$ cat src/rtl/rx_frame_check_if.sv
// -----------------------------------------------------------------------------
// rx_frame_check_if
// Host-side handshake bundle of the receive frame checker.
//   RxValid   : head entry present (FIFO not empty)
//   RxData    : head byte, D7..D0
//   StartErr  : head entry start bit was 1
//   StopErr   : head entry stop bit was 0
//   ParityErr : head entry parity mismatch
//   RxReady   : host accepts the head entry this cycle
// Modports: master = checker side (drives the entry), slave = host side.
// -----------------------------------------------------------------------------
interface rx_frame_check_if;
    logic       RxValid;
    logic [7:0] RxData;
    logic       StartErr;
    logic       StopErr;
    logic       ParityErr;
    logic       RxReady;

    modport master (
        output RxValid,
        output RxData,
        output StartErr,
        output StopErr,
        output ParityErr,
        input  RxReady
    );

    modport slave (
        input  RxValid,
        input  RxData,
        input  StartErr,
        input  StopErr,
        input  ParityErr,
        output RxReady
    );
endinterface

$ cat src/rtl/rx_frame_check.sv
// -----------------------------------------------------------------------------
// rx_frame_check
// Receive-path stage after the serial-in/parallel-out shift register.
// Synchronises the BaudOut-domain frame-complete flag into Clk, detects its
// rising edge, decodes the 11-bit frame {start, D0..D7, parity, stop}, and
// queues {StopErr, StartErr, ParityErr, byte} into a show-ahead FIFO that the
// host drains through a valid/ready handshake.
//
// Ports:
//   Clk          : system clock
//   ResetN       : asynchronous assert, active-low reset
//   RecievedFlag : frame-complete level, BaudOut domain
//   DataParl     : [10]=start, [9]=D0 .. [2]=D7, [1]=parity, [0]=stop
//   OvrClr       : clears the sticky Overrun flag
//   Overrun      : sticky, a frame was dropped because the FIFO was full
//   Level        : current FIFO occupancy (0..FIFO_DEPTH)
//   host         : rx_frame_check_if.master (RxValid/RxData/errors/RxReady)
//
// Build option: RX_PARITY_CHECK_EN
//   defined   -> ParityErr = (^DataParl[9:1]) != PARITY_ODD
//   undefined -> parity bit ignored, ParityErr is always 0, PARITY_ODD unused
// -----------------------------------------------------------------------------
module rx_frame_check #(
    parameter bit PARITY_ODD = 1'b0,
    parameter int FIFO_DEPTH = 4,
    parameter int PTR_W      = 2
) (
    input  logic              Clk,
    input  logic              ResetN,
    input  logic              RecievedFlag,
    input  logic [10:0]       DataParl,
    input  logic              OvrClr,
    output logic              Overrun,
    output logic [PTR_W:0]    Level,
    rx_frame_check_if.master  host
);

    // ---------------------------------------------------------------
    // Flag synchroniser and rising-edge detect
    // ---------------------------------------------------------------
    logic       sync1_q;
    logic       sync2_q;
    logic       hist_q;
    logic       hist_d;
    logic [1:0] fill_q;
    logic       capture;

    // The history flop is held at 1 until the two-flop chain has refilled
    // after reset. Otherwise the zeros shifted out of the chain would
    // clear it and a flag that was already high at release would be
    // mistaken for a fresh rising edge.
    assign hist_d  = fill_q[1] ? sync2_q : 1'b1;
    assign capture = sync2_q & ~hist_q;

    always_ff @(posedge Clk or negedge ResetN) begin
        if (!ResetN) begin
            sync1_q <= 1'b0;
            sync2_q <= 1'b0;
            hist_q  <= 1'b1;
            fill_q  <= 2'b00;
        end else begin
            sync1_q <= RecievedFlag;
            sync2_q <= sync1_q;
            hist_q  <= hist_d;
            fill_q  <= {fill_q[0], 1'b1};
        end
    end

    // ---------------------------------------------------------------
    // Frame decode (DataParl is stable while the flag is high)
    // ---------------------------------------------------------------
    logic [7:0]  frame_byte;
    logic        start_err;
    logic        stop_err;
    logic        parity_err;
    logic [10:0] entry;

    // D0 arrives first and sits at the top of the frame; reverse it so
    // D7 becomes the MSB of the byte.
    for (genvar gi = 0; gi < 8; gi++) begin : g_byte
        assign frame_byte[gi] = DataParl[9 - gi];
    end

    assign start_err = DataParl[10];
    assign stop_err  = ~DataParl[0];

`ifdef RX_PARITY_CHECK_EN
    assign parity_err = (^DataParl[9:1]) != PARITY_ODD;
`else
    logic unused_parity;
    assign unused_parity = DataParl[1] ^ PARITY_ODD;
    assign parity_err    = 1'b0;
`endif

    assign entry = {stop_err, start_err, parity_err, frame_byte};

    // ---------------------------------------------------------------
    // FIFO control
    // ---------------------------------------------------------------
    logic [PTR_W-1:0] wptr_q;
    logic [PTR_W-1:0] wptr_d;
    logic [PTR_W-1:0] rptr_q;
    logic [PTR_W-1:0] rptr_d;
    logic [PTR_W:0]   level_q;
    logic [PTR_W:0]   level_d;
    logic             overrun_q;
    logic             overrun_d;
    logic             valid;
    logic             full;
    logic             pop;
    logic             push;
    logic             overflow;

    assign valid    = (level_q != '0);
    assign full     = (level_q == (PTR_W + 1)'(FIFO_DEPTH));
    assign pop      = valid & host.RxReady;
    // A full FIFO still accepts a frame when the head leaves in the same cycle.
    assign push     = capture & (~full | pop);
    assign overflow = capture & full & ~pop;

    always_comb begin
        wptr_d    = wptr_q;
        rptr_d    = rptr_q;
        level_d   = level_q;
        overrun_d = overrun_q;
        if (push) begin
            wptr_d = wptr_q + PTR_W'(1);
        end
        if (pop) begin
            rptr_d = rptr_q + PTR_W'(1);
        end
        case ({push, pop})
            2'b10:   level_d = level_q + (PTR_W + 1)'(1);
            2'b01:   level_d = level_q - (PTR_W + 1)'(1);
            default: level_d = level_q;
        endcase
        // A drop in the same cycle as a clear request keeps the flag set.
        if (overflow) begin
            overrun_d = 1'b1;
        end else if (OvrClr) begin
            overrun_d = 1'b0;
        end
    end

    always_ff @(posedge Clk or negedge ResetN) begin
        if (!ResetN) begin
            wptr_q    <= '0;
            rptr_q    <= '0;
            level_q   <= '0;
            overrun_q <= 1'b0;
        end else begin
            wptr_q    <= wptr_d;
            rptr_q    <= rptr_d;
            level_q   <= level_d;
            overrun_q <= overrun_d;
        end
    end

    // ---------------------------------------------------------------
    // Storage: written on push, read combinationally at the head
    // ---------------------------------------------------------------
    logic [10:0] mem_q [FIFO_DEPTH];
    logic [10:0] head;

    always_ff @(posedge Clk) begin
        if (push) begin
            mem_q[wptr_q] <= entry;
        end
    end

    assign head = mem_q[rptr_q];

    // Entry fields are forced to 0 while empty so stale storage never leaks.
    assign host.RxValid   = valid;
    assign host.RxData    = valid ? head[7:0] : 8'h00;
    assign host.ParityErr = valid & head[8];
    assign host.StartErr  = valid & head[9];
    assign host.StopErr   = valid & head[10];

    assign Overrun = overrun_q;
    assign Level   = level_q;

endmodule

$ cat src/flat_wrapper.sv
// flat-port wrapper written by rule: the top's interface ports become plain ports
module rx_frame_check_flat 
#(
    parameter bit PARITY_ODD = 1'b0,
    parameter int FIFO_DEPTH = 4,
    parameter int PTR_W      = 2
)
  (Clk, ResetN, RecievedFlag, DataParl, OvrClr, Overrun, Level, host_RxValid, host_RxData, host_StartErr, host_StopErr, host_ParityErr, host_RxReady);
  rx_frame_check_if host_i ();
  input  logic Clk;
  input  logic ResetN;
  input  logic RecievedFlag;
  input  logic [10:0] DataParl;
  input  logic OvrClr;
  output logic Overrun;
  output logic [PTR_W:0] Level;
  output wire logic [$bits(host_i.RxValid)-1:0] host_RxValid;
  output wire logic [$bits(host_i.RxData)-1:0] host_RxData;
  output wire logic [$bits(host_i.StartErr)-1:0] host_StartErr;
  output wire logic [$bits(host_i.StopErr)-1:0] host_StopErr;
  output wire logic [$bits(host_i.ParityErr)-1:0] host_ParityErr;
  input wire logic [$bits(host_i.RxReady)-1:0] host_RxReady;
  assign host_RxValid = host_i.RxValid;
  assign host_RxData = host_i.RxData;
  assign host_StartErr = host_i.StartErr;
  assign host_StopErr = host_i.StopErr;
  assign host_ParityErr = host_i.ParityErr;
  assign host_i.RxReady = host_RxReady;
  rx_frame_check #(.PARITY_ODD(PARITY_ODD), .FIFO_DEPTH(FIFO_DEPTH), .PTR_W(PTR_W)) u_core (.Clk(Clk), .ResetN(ResetN), .RecievedFlag(RecievedFlag), .DataParl(DataParl), .OvrClr(OvrClr), .Overrun(Overrun), .Level(Level), .host(host_i));
endmodule
$ cat config.mk
export PLATFORM = sky130hd
export DESIGN_NAME = rx_frame_check_flat
export DESIGN_NICKNAME = d
export VERILOG_FILES = /design/src/rtl/rx_frame_check_if.sv /design/src/rtl/rx_frame_check.sv /design/src/flat_wrapper.sv
export SDC_FILE = /design/constraint.sdc
export NUM_CORES = 1
export LEC_CHECK = 0
export BUFFER_PORTS_ARGS = -buffer_cell sky130_fd_sc_hd__buf_2
export CAP_MARGIN = 5
export CORE_ASPECT_RATIO = 0.8
export CORE_MARGIN = 2
export CORE_UTILIZATION = 48
export DETAILED_ROUTE_END_ITERATION = 10
export PLACE_DENSITY_LB_ADDON = 0.3
export SLEW_MARGIN = 20
export SYNTH_ARGS = -nofsm -noshare
export SYNTH_HDL_FRONTEND = slang
export SYNTH_SLANG_ARGS = --single-unit
$ cat constraint.sdc
create_clock -name Clk -period 4.4 [get_ports Clk]
set_input_delay 1.32 -clock Clk [delete_from_list [all_inputs] [get_ports Clk]]
set_output_delay 1.32 -clock Clk [all_outputs]
set_load 0.01 [all_outputs]
# --- After elaboration in Yosys (flattened, before gate mapping) ---
# Memory sizes are Yosys's and may differ from the RTL's.
# Index checks and enable logic that the tools add are counted.
word_totals:
  register_bits: 13
  ramBits: 40
  input_bits: 16
  output_inout_bits: 16
  n_memories: 1
classes:
  add_sub_neg: 4
  n_eq_ne: 3
  mux: 7
  n_bitwise: 13
  n_reduce_logical: 3
memory_table:
  columns: ["name", "depth", "word_bits", "read_ports", "rd_clocked_by_memory_dff", "write_ports", "line_no", "text"]
  rows:
  - ["u_core.mem_q", 4, 10, 1, 0, 1, "rx_frame_check.sv:162", "logic [10:0] mem_q [FIFO_DEPTH];"]
ops:
  columns: ["operator", "count"]
  rows:
  - ["8-bit two-way mux", 1]
  - ["1-bit AND", 7]
  - ["3-bit one-hot mux with 2 select lines", 1]
  - ["1-bit two-way mux", 5]
  - ["2-bit by 1-bit adder with 2-bit output (second input constant)", 2]
  - ["1-bit NOT", 4]
  - ["2-bit nonzero test", 2]
  - ["3-bit by 1-bit adder with 3-bit output (second input constant)", 1]
  - ["3-bit equality test (second input constant)", 1]
  - ["3-bit nonzero test", 1]
  - ["3-bit by 1-bit subtractor with 3-bit output (second input constant)", 1]
  - ["2-bit by 1-bit equality test with 1-bit output (second input constant)", 1]
  - ["2-bit equality test (second input constant)", 1]
  - ["1-bit AND (second input constant)", 1]
  - ["1-bit bitwise OR", 1]

# --- Logic depth before layout (Yosys ltp) ---
# Gate-level depths: netlist of run 1.
depth:
  depth_word: 6
  ltp_mapped: 9
  mapped_depth_nobuf: 9

# --- Worst setup path after synthesis of run 1 ---
# Ideal clock, no wire load.
synth_path:
  path_kind: "input to register"
  startpoint: "input host_RxReady"
  endpoint: "register u_core.level_q[2] (netlist: u_core.Level[2])"
  setup_ns: 0.079
  arrival_ns: 3.032
  required_ns: 4.321
  slack_ns: 1.289
  stages: 9
  path_buffers: 0
  path_cell_list: "or4b_1 nor3b_4 inv_1 ha_1 inv_1 fa_1 xor2_1 nor2_1 xor2_1"
synth_between:
  elab_chain_cells: 5
  word_cells_on_any_way: 7
  classes_between: "2 x eq/ne; 1 x mux; 3 x bitwise; 1 x reduce/logical"
synth_rtl:
  columns: ["item", "line_no", "text"]
  rows:
  - ["start: declaration", "flat_wrapper.sv:22", "input wire logic [$bits(host_i.RxReady)-1:0] host_RxReady;"]
  - ["1-bit AND (*)", "rx_frame_check.sv:116", "assign pop = valid & host.RxReady;"]
  - ["1-bit bitwise OR", "rx_frame_check.sv:118", "assign push = capture & (~full | pop);"]
  - ["1-bit AND", "rx_frame_check.sv:118", null]
  - ["2-bit by 1-bit equality test with 1-bit output or 2-bit equality test (tied branches)", "rx_frame_check.sv:132", "case ({push, pop})"]
  - ["3-bit one-hot mux with 2 select lines or 2-bit nonzero test (tied branches)", null, null]
  - ["end signal: assignment", "rx_frame_check.sv:154", "level_q <= level_d;"]
  - ["end: declaration", "rx_frame_check.sv:104", "logic [PTR_W:0] level_q;"]
# Mark *: on every way between the ends. The rest lies on a longest branch, timed or not.
# A chain may end at the register's enable or synchronous reset.

# --- Worst setup path after layout of run 1 ---
layout_path:
  startpoint: "register u_core.rptr_q[0]"
  endpoint: "output host_RxData[1]"
layout_between:
  elab_chain_cells: 2
layout_rtl:
  columns: ["item", "line_no", "text"]
  rows:
  - ["start: declaration", "rx_frame_check.sv:102", "logic [PTR_W-1:0] rptr_q;"]
  - ["start signal: assignment", "rx_frame_check.sv:153", "rptr_q <= rptr_d;"]
  - ["memory 4 x 10 bit", null, null]
  - ["8-bit two-way mux", "rx_frame_check.sv:175", "assign host.RxData = valid ? head[7:0] : 8'h00;"]
  - ["end: declaration", "flat_wrapper.sv:18", "output wire logic [$bits(host_i.RxData)-1:0] host_RxData;"]
# No other way between the ends.

==> impl_metrics.py, run 1 <==
metrics = {
    "clock_tree": {
        "cts_root_buf": "clkbuf_8",
        "holdBufCountCts": 0,
        "clk_pin_slew_worst_paths_ns": 0.09,
        "cts_resized": 0,
        "tritoncts": "built",
        "clock_latency_ns": 0.30,
        "post_cts_buffers": 0,
        "cts_buffer_depth": 2,
        "clock_sinks": 53,
        "h-tree-depth": 2,
        "numCtsBuffers": 5,
    },
    "run_status": {
        "status": "completed",
    },
    "power_and_ir_drop": {
        "peakVddDrop_mv": 0.302,
        "leakage_nw": 0.915,
        "p_per_area_nw_per_um2": 561,
    },
    "synthesis": {
        "synthesis.nets": 137,
        "synth-warning-count": 0,
        "synth-main-ff-cell": "edfxtp_1",
        "synth_top_cell_area_share_pct": 56.4,
        "ys_seq_elements": 53,
        "synthTopCellsByCount": "edfxtp_1 (40), dfrtp_1 (12), and2_1 (11), mux4_2 (10), inv_1 (9)",
        "synth.most_common_cell": "edfxtp_1",
        "synth_top_area_cell": "edfxtp_1",
        "yosysSeqAreaShare_pct": 71.7,
        "synthTopCellsByArea": "edfxtp_1 (56%), dfrtp_1 (14%), mux4_2 (11%)",
        "yosysUniqueCellTypes": 24,
        "synth_edf_count": 40,
        "synth_cells": 115,
        "synth_area_um2": 2130,
        "async_flop_share_pct": 24.5,
        "syn_avg_cell_area_um2": 18.5,
    },
    "critical_path": {
        "max_stage_delay_ns": 0.79,
        "worstSetupPathType": "reg -> out",
        "arrival_ns": 1.97,
        "crit_chain": "mux4_2 -> and2_1 -> buf_2",
        "critical_path_peak_fanout": 12,
        "crit_family": "flip-flops",
        "timing.critical_path.buf_inv": 1,
        "startpoint_type": "register",
        "required_ns": 3.08,
        "crit_slowest_cell": "dfrtp_1",
        "end_kind": "primary output",
    },
    "layout": {
        "multi_input_area_um2": 548,
        "final_area_um2": 2420,
        "seqCellArea_um2": 1530,
        "area_growth_pct": 13.6,
        "diodes": 0,
        "drive_gt1_share_pct": 37.2,
        "final_util_pct": 57.2,
        "n_fill_cell": 333,
        "fin_nets": 169,
    },
    "floorplan": {
        "dieWidth_um": 78.5,
        "ioPinCount": 32,
        "start_util_pct": 50.3,
        "fp.dieH_um": 63.6,
        "core_area_um2": 4230,
        "die_area_um2": 4990,
        "rows": 21,
    },
    "route": {
        "drt_iter0_drc": 39,
        "num_vias": 1020,
        "vias_per_cell": 4.98,
        "ant_nets": 0,
        "detail_route.first_pass.iterations": 4,
        "wl_um": 3140,
        "avgRoutedWirePerCell_um": 15.3,
        "drc_errors": 0,
    },
    "sta": {
        "finalHoldViolations": 0,
        "min_period_over_period_pct": 74.8,
        "setup_ws_ns": 1.11,
        "clock_skew_ns": 0.00892,
        "finalSetupViolations": 0,
        "drv_slew": 0,
        "fin_crit_ns": 3.29,
        "maxSlewHeadroom_pct": 54.6,
        "max_freq_mhz": 304,
        "rsz0062_at_grt": "false",
        "timing.setup.tns_ns": 0,
        "worst_slew_pin_slew_ns": 0.680,
    },
    "placed_design": {
        "place_hpwl_um": 2170,
        "port_buffers": 29,
        "gp_congestion": 0.676,
        "place_area_um2": 2330,
        "dp_slack_ns": 1.07,
    },
    "min_path": {
        "hold_path_class": "reg -> reg",
    },
    "grt": {
        "gr-total-overflow": 0,
        "track_usage_pct": 14.7,
        "antenna_found_initial": 0,
        "first_global_vias": 1080,
        "grt_max_degree": 19,
        "grt_pass1_wl_um": 5250,
    },
    "flow_run": {
        "maxCapViolCount": 0,
    },
}
==> flip-flops by register name, indices dropped and copies added, names as in the netlist <==
signal / count
u_core.mem_q: 40
u_core.Level: 3
u_core.fill_q: 2
u_core.rptr_q: 2
u_core.wptr_q: 2
u_core.Overrun: 1
u_core.hist_q: 1
u_core.sync1_q: 1
u_core.sync2_q: 1
==> layout make-up <==
type	count	area share (%)
Tap cell	57	2.95
Clock inverter	3	1.03
Timing Repair Buffer	29	6.00
Multi-Input combinational cell	49	22.6
Inverter	9	1.40
Clock buffer	5	2.84
Sequential cell	53	63.1
==> power breakdown <==
group / internal [W] / total [W] / switching (W)
sequential: 0.000597 / 0.000679 / 0.0000822
combinational: 0.000230 / 0.000406 / 0.000176
clock: 0.000115 / 0.000271 / 0.000157
==> stage by stage <==
stage,power (W),std cells,hold WS [ns]
floorplan,0.000966,115,0.331
global placement,0.00109,197,0.332
detailed placement,0.00111,197,0.336
CTS,0.00138,205,0.357
global route,0.00144,205,0.370
finish,0.00136,205,0.355
==> cell usage in the layout (no fill, tap or decap) <==
master / netlist / layout
clkbuf_8: 0 / 5
or4b_1: 1 / 1
nor2_1: 1 / 1
edfxtp_1: 40 / 40
nor3b_4: 1 / 1
clkinv_4: 0 / 1
inv_6: 0 / 1
nand3_1: 1 / 1
nand2_1: 2 / 2
and2_2: 4 / 4
buf_2: 1 / 29
clkinvlp_4: 0 / 1
or3_2: 1 / 1
xnor2_1: 3 / 3
conb_1: 2 / 2
o32ai_1: 1 / 1
and2_1: 11 / 11
dfstp_2: 1 / 1
fa_1: 1 / 1
dfrtp_1: 12 / 12
xor2_1: 3 / 3
o21ai_0: 1 / 1
ha_1: 5 / 5
mux4_2: 10 / 10
inv_1: 9 / 9
mux2_4: 1 / 1
==> logic make-up after synthesis <==
kind of cell	after synthesis	share of synthesized area [%]
flops	53	71.7
fa+ha+maj	6	3.88
mux	11	11.3
other cells	2	0.353
xor+xnor	6	2.47
buf+inv	13	2.53
simple gates	22	7.11
compound gates	2	0.646
==> final timing paths <==
kind                                    end  slack [ns]        startpoint  cells past startpoint
min in group asynchronous   u_core.Level[0]        0.88            ResetN                      1
min                        u_core.fill_q[1]        0.36  u_core.fill_q[0]                      0
max                          host_RxData[1]        1.11  u_core.rptr_q[0]                      3
max in group asynchronous     u_core.hist_q        3.24            ResetN                      1
min reg2reg                u_core.fill_q[1]        0.36  u_core.fill_q[0]                      0
max reg2reg                 u_core.Level[2]        2.04   u_core.Level[0]                      9
==> worst reg2reg max path, stage by stage (launching register included) <==
cell,delay [ns]
dfrtp_1,0.43
or4b_1,0.57
nor3b_4,0.21
inv_1,0.06
ha_1,0.17
inv_1,0.06
fa_1,0.38
xor2_1,0.15
nor2_1,0.11
xor2_1,0.14
==> layer usage <==
metal | wire (um) | GRT usage (%) | part of all wire, % | vias up
met5 | 0 | 0 | 0 | -
met4 | 43 | 5.92 | 1.4 | 0
met3 | 119 | 3.87 | 3.8 | 5
met2 | 1640 | 25.3 | 52 | 22
met1 | 1330 | 17.7 | 42 | 516
li1 | - | - | - | 477
No activity file was read; power rests on OpenSTA's default activity.
==> run 2: changes to the inputs <==
- ABC_AREA: not set -> 1
- clock period: 4.4 -> 3.4 ns (I/O delays scaled with it)
==> run 2 against run 1 <==
Sequential power rose by 23%. Critical path depth grew 2. Die area up 8.6%. Hold slack lost 0.0022 ns. Global-route usage is 2.1 points higher. Register-to-register slack lost 0.64 ns. Final cell count rose by 60%. Utilization is 0.11 points lower. Count of clock-buffer cells in the layout increased by 1.
==> impl_metrics.py, run 2 <==
metrics = {
    "synthesis": {
        "yosysSeqAreaShare_pct": 65.7,
        "synthTopCellsByCount": "nand2_1 (58), inv_1 (56), edfxtp_1 (40), nand3_1 (24), dfrtp_1 (12)",
        "ys_seq_elements": 53,
        "synthesis.nets": 253,
        "syn_avg_cell_area_um2": 10.1,
        "synth.most_common_cell": "nand2_1",
        "synth-warning-count": 0,
        "synth_top_area_cell": "edfxtp_1",
        "synth_top_cell_area_share_pct": 51.7,
        "yosysUniqueCellTypes": 18,
        "synth_area_um2": 2320,
        "async_flop_share_pct": 24.5,
        "synth-main-ff-cell": "edfxtp_1",
        "synth_cells": 231,
        "synth_edf_count": 40,
        "synthTopCellsByArea": "edfxtp_1 (52%), dfrtp_1 (13%), nand2_1 (9.4%)",
    },
    "sta": {
        "max_freq_mhz": 339,
        "fin_crit_ns": 2.95,
        "rsz0062_at_grt": "false",
        "finalHoldViolations": 0,
        "finalSetupViolations": 0,
        "maxSlewHeadroom_pct": 60.3,
        "clock_skew_ns": 0.00558,
        "drv_slew": 0,
        "timing.setup.tns_ns": 0,
        "min_period_over_period_pct": 86.6,
        "worst_slew_pin_slew_ns": 0.596,
    },
    "critical_path": {
        "rr_endpoint": "u_core.Level[2]",
        "r2r_slack_ns": 1.40,
        "crit_chain": "inv_2 -> nand2_1 -> nand3_1 -> a21oi_1 -> buf_2",
        "worstSetupPathType": "reg -> out",
        "rr_worst_depth": 10,
        "required_ns": 2.38,
        "arrival_ns": 1.93,
        "max_stage_delay_ns": 0.73,
        "timing.critical_path.buf_inv": 2,
        "crit_family": "flip-flops",
        "critical_path_peak_fanout": 21,
        "startpoint_type": "register",
        "end_kind": "primary output",
        "crit_slowest_cell": "dfrtp_1",
        "r2r-start": "u_core.Level[0]",
    },
    "clock_tree": {
        "clock_sinks": 53,
        "cts_resized": 0,
        "cts_buffer_depth": 2,
        "clock_latency_ns": 0.30,
        "holdBufCountCts": 0,
        "post_cts_buffers": 0,
        "cts_root_buf": "clkbuf_8",
        "numCtsBuffers": 5,
        "clk_pin_slew_worst_paths_ns": 0.09,
        "tritoncts": "built",
        "h-tree-depth": 2,
    },
    "floorplan": {
        "dieWidth_um": 81.8,
        "die_area_um2": 5420,
        "ioPinCount": 32,
        "core_area_um2": 4620,
        "fp.dieH_um": 66.2,
        "rows": 22,
        "start_util_pct": 50.3,
    },
    "layout": {
        "largest_register_ffs": 40,
        "fin_nets": 289,
        "area_growth_pct": 13.6,
        "n_fill_cell": 398,
        "final_common_cell": "nand2_1",
        "max_flop_register": "u_core.mem_q",
        "diodes": 0,
        "final_util_pct": 57.1,
        "drive_gt1_share_pct": 16.4,
        "final_cell_mix": "nand2_1 (58), inv_1 (56), edfxtp_1 (40), buf_2 (29), nand3_1 (24)",
    },
    "route": {
        "detail_route.first_pass.iterations": 4,
        "drt_iter0_drc": 57,
        "avgRoutedWirePerCell_um": 12.1,
        "num_vias": 1497,
        "vias_per_cell": 4.56,
        "drc_errors": 0,
        "wl_um": 3960,
        "ant_nets": 0,
    },
    "run_status": {
        "status": "completed",
    },
    "grt": {
        "gr-total-overflow": 0,
        "first_global_vias": 1393,
        "grt_pass1_wl_um": 6490,
        "track_usage_pct": 16.8,
        "grt_max_degree": 22,
        "antenna_found_initial": 0,
    },
    "power_and_ir_drop": {
        "peakVddDrop_mv": 0.338,
        "leakage_nw": 1.27,
        "p_total_w": 0.00186,
        "p_per_area_nw_per_um2": 706,
    },
    "min_path": {
        "hold_depth": 0,
        "min-delay-start": "u_core.fill_q[0]",
        "min_to": "u_core.fill_q[1]",
        "hold_path_class": "reg -> reg",
    },
    "flow_run": {
        "maxCapViolCount": 0,
    },
    "placed_design": {
        "port_buffers": 29,
        "place_hpwl_um": 2600,
        "gp_congestion": 0.741,
    },
}
## run 2: cell types whose count changed after synthesis, sizes merged, moves of 3 or more
cell,change
mux4,-10
nand2,+56
nor2,+6
nand3,+23
buf,+4
and2,-15
a21oi,+10
xor2,-3
inv,+48
## run 2: worst max-delay path by stage
stage,start,to,cells past startpoint
after floorplan,host_RxReady,u_core.Level[2],10
after global placement,host_RxReady,u_core.Level[2],11
after detailed placement,host_RxReady,u_core.Level[2],11
after CTS,u_core.rptr_q[0],host_RxData[0],5
after global routing,u_core.rptr_q[0],host_RxData[1],5
final,u_core.rptr_q[0],host_RxData[0],5
## run 2: area by class of cell
type / instances / area, um2 / share of cell area, %
multi-input cells: 113 / 543 / 20.6
repair buffers: 35 / 190 / 7.20
inverters: 59 / 221 / 8.39
flip-flops and latches: 53 / 1530 / 57.9
clock buffers: 6 / 72.6 / 2.75
well taps: 60 / 75.1 / 2.84
clock inverters: 2 / 10.0 / 0.379
## run 2: per-stage QoR
| stage | setup WS, ns | instances | hold slack (ns) | instance area [um2] |
|---|---|---|---|---|
| 6_report | 0.454 | 328 | 0.353 | 2640 |
| 2_1_floorplan | 1.06 | 231 | 0.331 | 2320 |
| 3_5_place_dp | 0.782 | 320 | 0.336 | 2560 |
| 3_3_place_gp | 0.821 | 320 | 0.331 | 2560 |
| 4_1_cts | 0.452 | 328 | 0.355 | 2640 |
| 5_1_grt | 0.286 | 328 | 0.368 | 2640 |
## run 2: cell families after synthesis
family | after synthesis | synth area share (%)
buf+inv | 65 | 10.9
flops | 53 | 65.7
simple gates | 90 | 15.9
fa+ha+maj | 6 | 3.55
other cells | 2 | 0.323
compound gates | 13 | 2.80
xor+xnor | 2 | 0.754
## run 2: report_power, final
group	switching, W	internal, W	leakage [nW]
logic	0.000436	0.000262	0.706
clock network	0.000187	0.000143	0.0450
registers	0.0000690	0.000765	0.517
## run 2: per-layer routing
metal / share of wire [%] / global-route usage, % / vias up
met3: 5.9 / 4.92 / 4
met1: 45 / 21.0 / 678
li1: - / - / 776
met4: 1.2 / 5.63 / 0
met5: 0 / 0 / -
met2: 48 / 27.8 / 39
==> run 3: changes to the inputs <==
- CORE_UTILIZATION: 48 -> 25
==> run 3 against run 2 <==
Die area grew 86%. Hold slack is essentially flat. Utilization shrank 26 points. Via count shrank 0.67%. Final cell count grew 17%. Fmax grew 7.2%. Sequential share of layout area shrank 2.9 points. First-iteration DRC count grew 14%. Wire length grew 11%. Largest power group unchanged.
==> impl_metrics.py, run 3 (same netlist as run 2, synthesis figures left out) <==
metrics = {
    "run_status": {
        "status": "completed",
    },
    "clock_tree": {
        "cts_root_buf": "clkbuf_16",
        "h-tree-depth": 2,
        "cts_buffer_depth": 2,
        "cts_resized": 0,
        "holdBufCountCts": 0,
        "numCtsBuffers": 5,
        "tritoncts": "built",
        "clock_latency_ns": 0.29,
        "clk_pin_slew_worst_paths_ns": 0.07,
        "post_cts_buffers": 0,
        "clock_sinks": 53,
    },
    "critical_path": {
        "critPathLaunch": "u_core.Level[0]",
        "crit_family": "buffers and inverters",
        "crit_chain": "nor2_1 -> nand2_1 -> clkinv_1 -> a21oi_1 -> buf_2",
        "required_ns": 2.38,
        "arrival_ns": 1.73,
        "max_stage_delay_ns": 0.39,
        "worstSetupPathType": "reg -> out",
        "critical_path_peak_fanout": 10,
        "end_kind": "primary output",
        "startpoint_type": "register",
        "rr_worst_depth": 10,
        "crit_slowest_cell": "dfrtp_1",
        "r2r_slack_ns": 1.44,
        "rr_endpoint": "u_core.Level[2]",
        "r2r-start": "u_core.Level[0]",
        "timing.critical_path.buf_inv": 2,
    },
    "min_path": {
        "hold_depth": 0,
        "min_to": "u_core.sync2_q",
        "min-delay-start": "u_core.sync1_q",
        "hold_path_class": "reg -> reg",
    },
    "sta": {
        "finalHoldViolations": 0,
        "timing.setup.tns_ns": 0,
        "finalSetupViolations": 0,
        "rsz0062_at_grt": "false",
        "drv_slew": 0,
        "fin_crit_ns": 2.75,
        "min_period_over_period_pct": 80.9,
        "clock_skew_ns": 0.00605,
        "worst_hold_slack_ns": 0.352,
        "max_freq_mhz": 364,
    },
    "layout": {
        "diodes": 0,
        "final_common_cell": "nand2_1",
        "fin_nets": 289,
        "area_growth_pct": 19.5,
        "final_cell_mix": "nand2_1 (58), inv_1 (56), edfxtp_1 (40), buf_2 (29), nand3_1 (24)",
        "max_flop_register": "u_core.mem_q",
        "n_fill_cell": 929,
        "drive_gt1_share_pct": 16.8,
        "largest_register_ffs": 40,
    },
    "route": {
        "wl_met3_um": 172,
        "ant_nets": 0,
        "avgRoutedWirePerCell_um": 11.5,
        "num_vias": 1487,
        "wl_um": 4390,
        "vias_per_cell": 3.88,
        "detail_route.first_pass.iterations": 4,
        "drc_errors": 0,
        "routed.top_layer": "met4",
        "drt_iter0_drc": 65,
        "drt-met1-wl_um": 2180,
        "wl_met2_um": 1980,
    },
    "flow_run": {
        "maxCapViolCount": 0,
    },
    "grt": {
        "gr-total-overflow": 0,
        "first_global_vias": 1450,
        "antenna_found_initial": 0,
        "track_usage_pct": 9.62,
        "grt_max_degree": 24,
        "grt_pass1_wl_um": 7440,
    },
    "power_and_ir_drop": {
        "p_total_w": 0.00206,
        "peakVddDrop_mv": 0.202,
        "leakage_nw": 1.29,
        "p_per_area_nw_per_um2": 741,
    },
    "floorplan": {
        "fp.dieH_um": 90.3,
        "dieWidth_um": 112,
        "rows": 31,
        "die_area_um2": 10100,
        "core_area_um2": 9040,
        "ioPinCount": 32,
        "start_util_pct": 25.7,
    },
    "placed_design": {
        "port_buffers": 29,
        "gp_congestion": 0.761,
        "place_hpwl_um": 2800,
    },
}
==> run 3: cell types whose count changed in the layout (fill, tap and decap cells not counted) <==
cell / delta
inv_8: +1
clkinvlp_4: +2
clkbuf_1: -1
clkinv_2: -2
clkbuf_8: -5
clkbuf_16: +5
==> run 3: how the worst max path moves through the flow <==
stage                      end  slack (ns)  cells past startpoint
4_1_cts         host_RxData[7]        0.61                      5
6_report        host_RxData[5]        0.65                      5
5_1_grt         host_RxData[4]        0.54                      6
2_1_floorplan  u_core.Level[2]        1.06                     10
3_5_place_dp   u_core.Level[2]        0.77                     11
3_3_place_gp   u_core.Level[2]        0.80                     11
==> run 3: cell type report <==
class / instances / area (um2) / share of cell area [%]
Sequential cell: 53 / 1530 / 55.0
Clock buffer: 5 / 125 / 4.50
Multi-Input combinational cell: 113 / 543 / 19.5
Inverter: 59 / 221 / 7.97
Clock inverter: 3 / 26.3 / 0.946
Timing Repair Buffer: 35 / 190 / 6.85
Tap cell: 115 / 144 / 5.18
==> run 3: report_power, final <==
part | total, W | switching [W] | internal (W)
Clock | 0.000511 | 0.000233 | 0.000278
Combinational | 0.000745 | 0.000481 | 0.000264
Sequential | 0.000801 | 0.0000349 | 0.000766
==> run 3: layer usage <==
layer,global-route usage [%],vias to the layer above
met2,14.8,25
li1,-,780
met3,2.89,6
met1,13.0,676
met5,0,-
met4,3.09,0
==> run 3: through the flow <==
step | util, % | cells | cell area [um2] | setup WS (ns)
floorplan | - | 231 | 2320 | 1.06
global placement | 29.1 | 375 | 2630 | 0.801
detailed placement | 29.1 | 375 | 2630 | 0.769
CTS | 30.7 | 383 | 2780 | 0.608
global route | 30.7 | 383 | 2780 | 0.539
finish | 30.7 | 383 | 2780 | 0.651
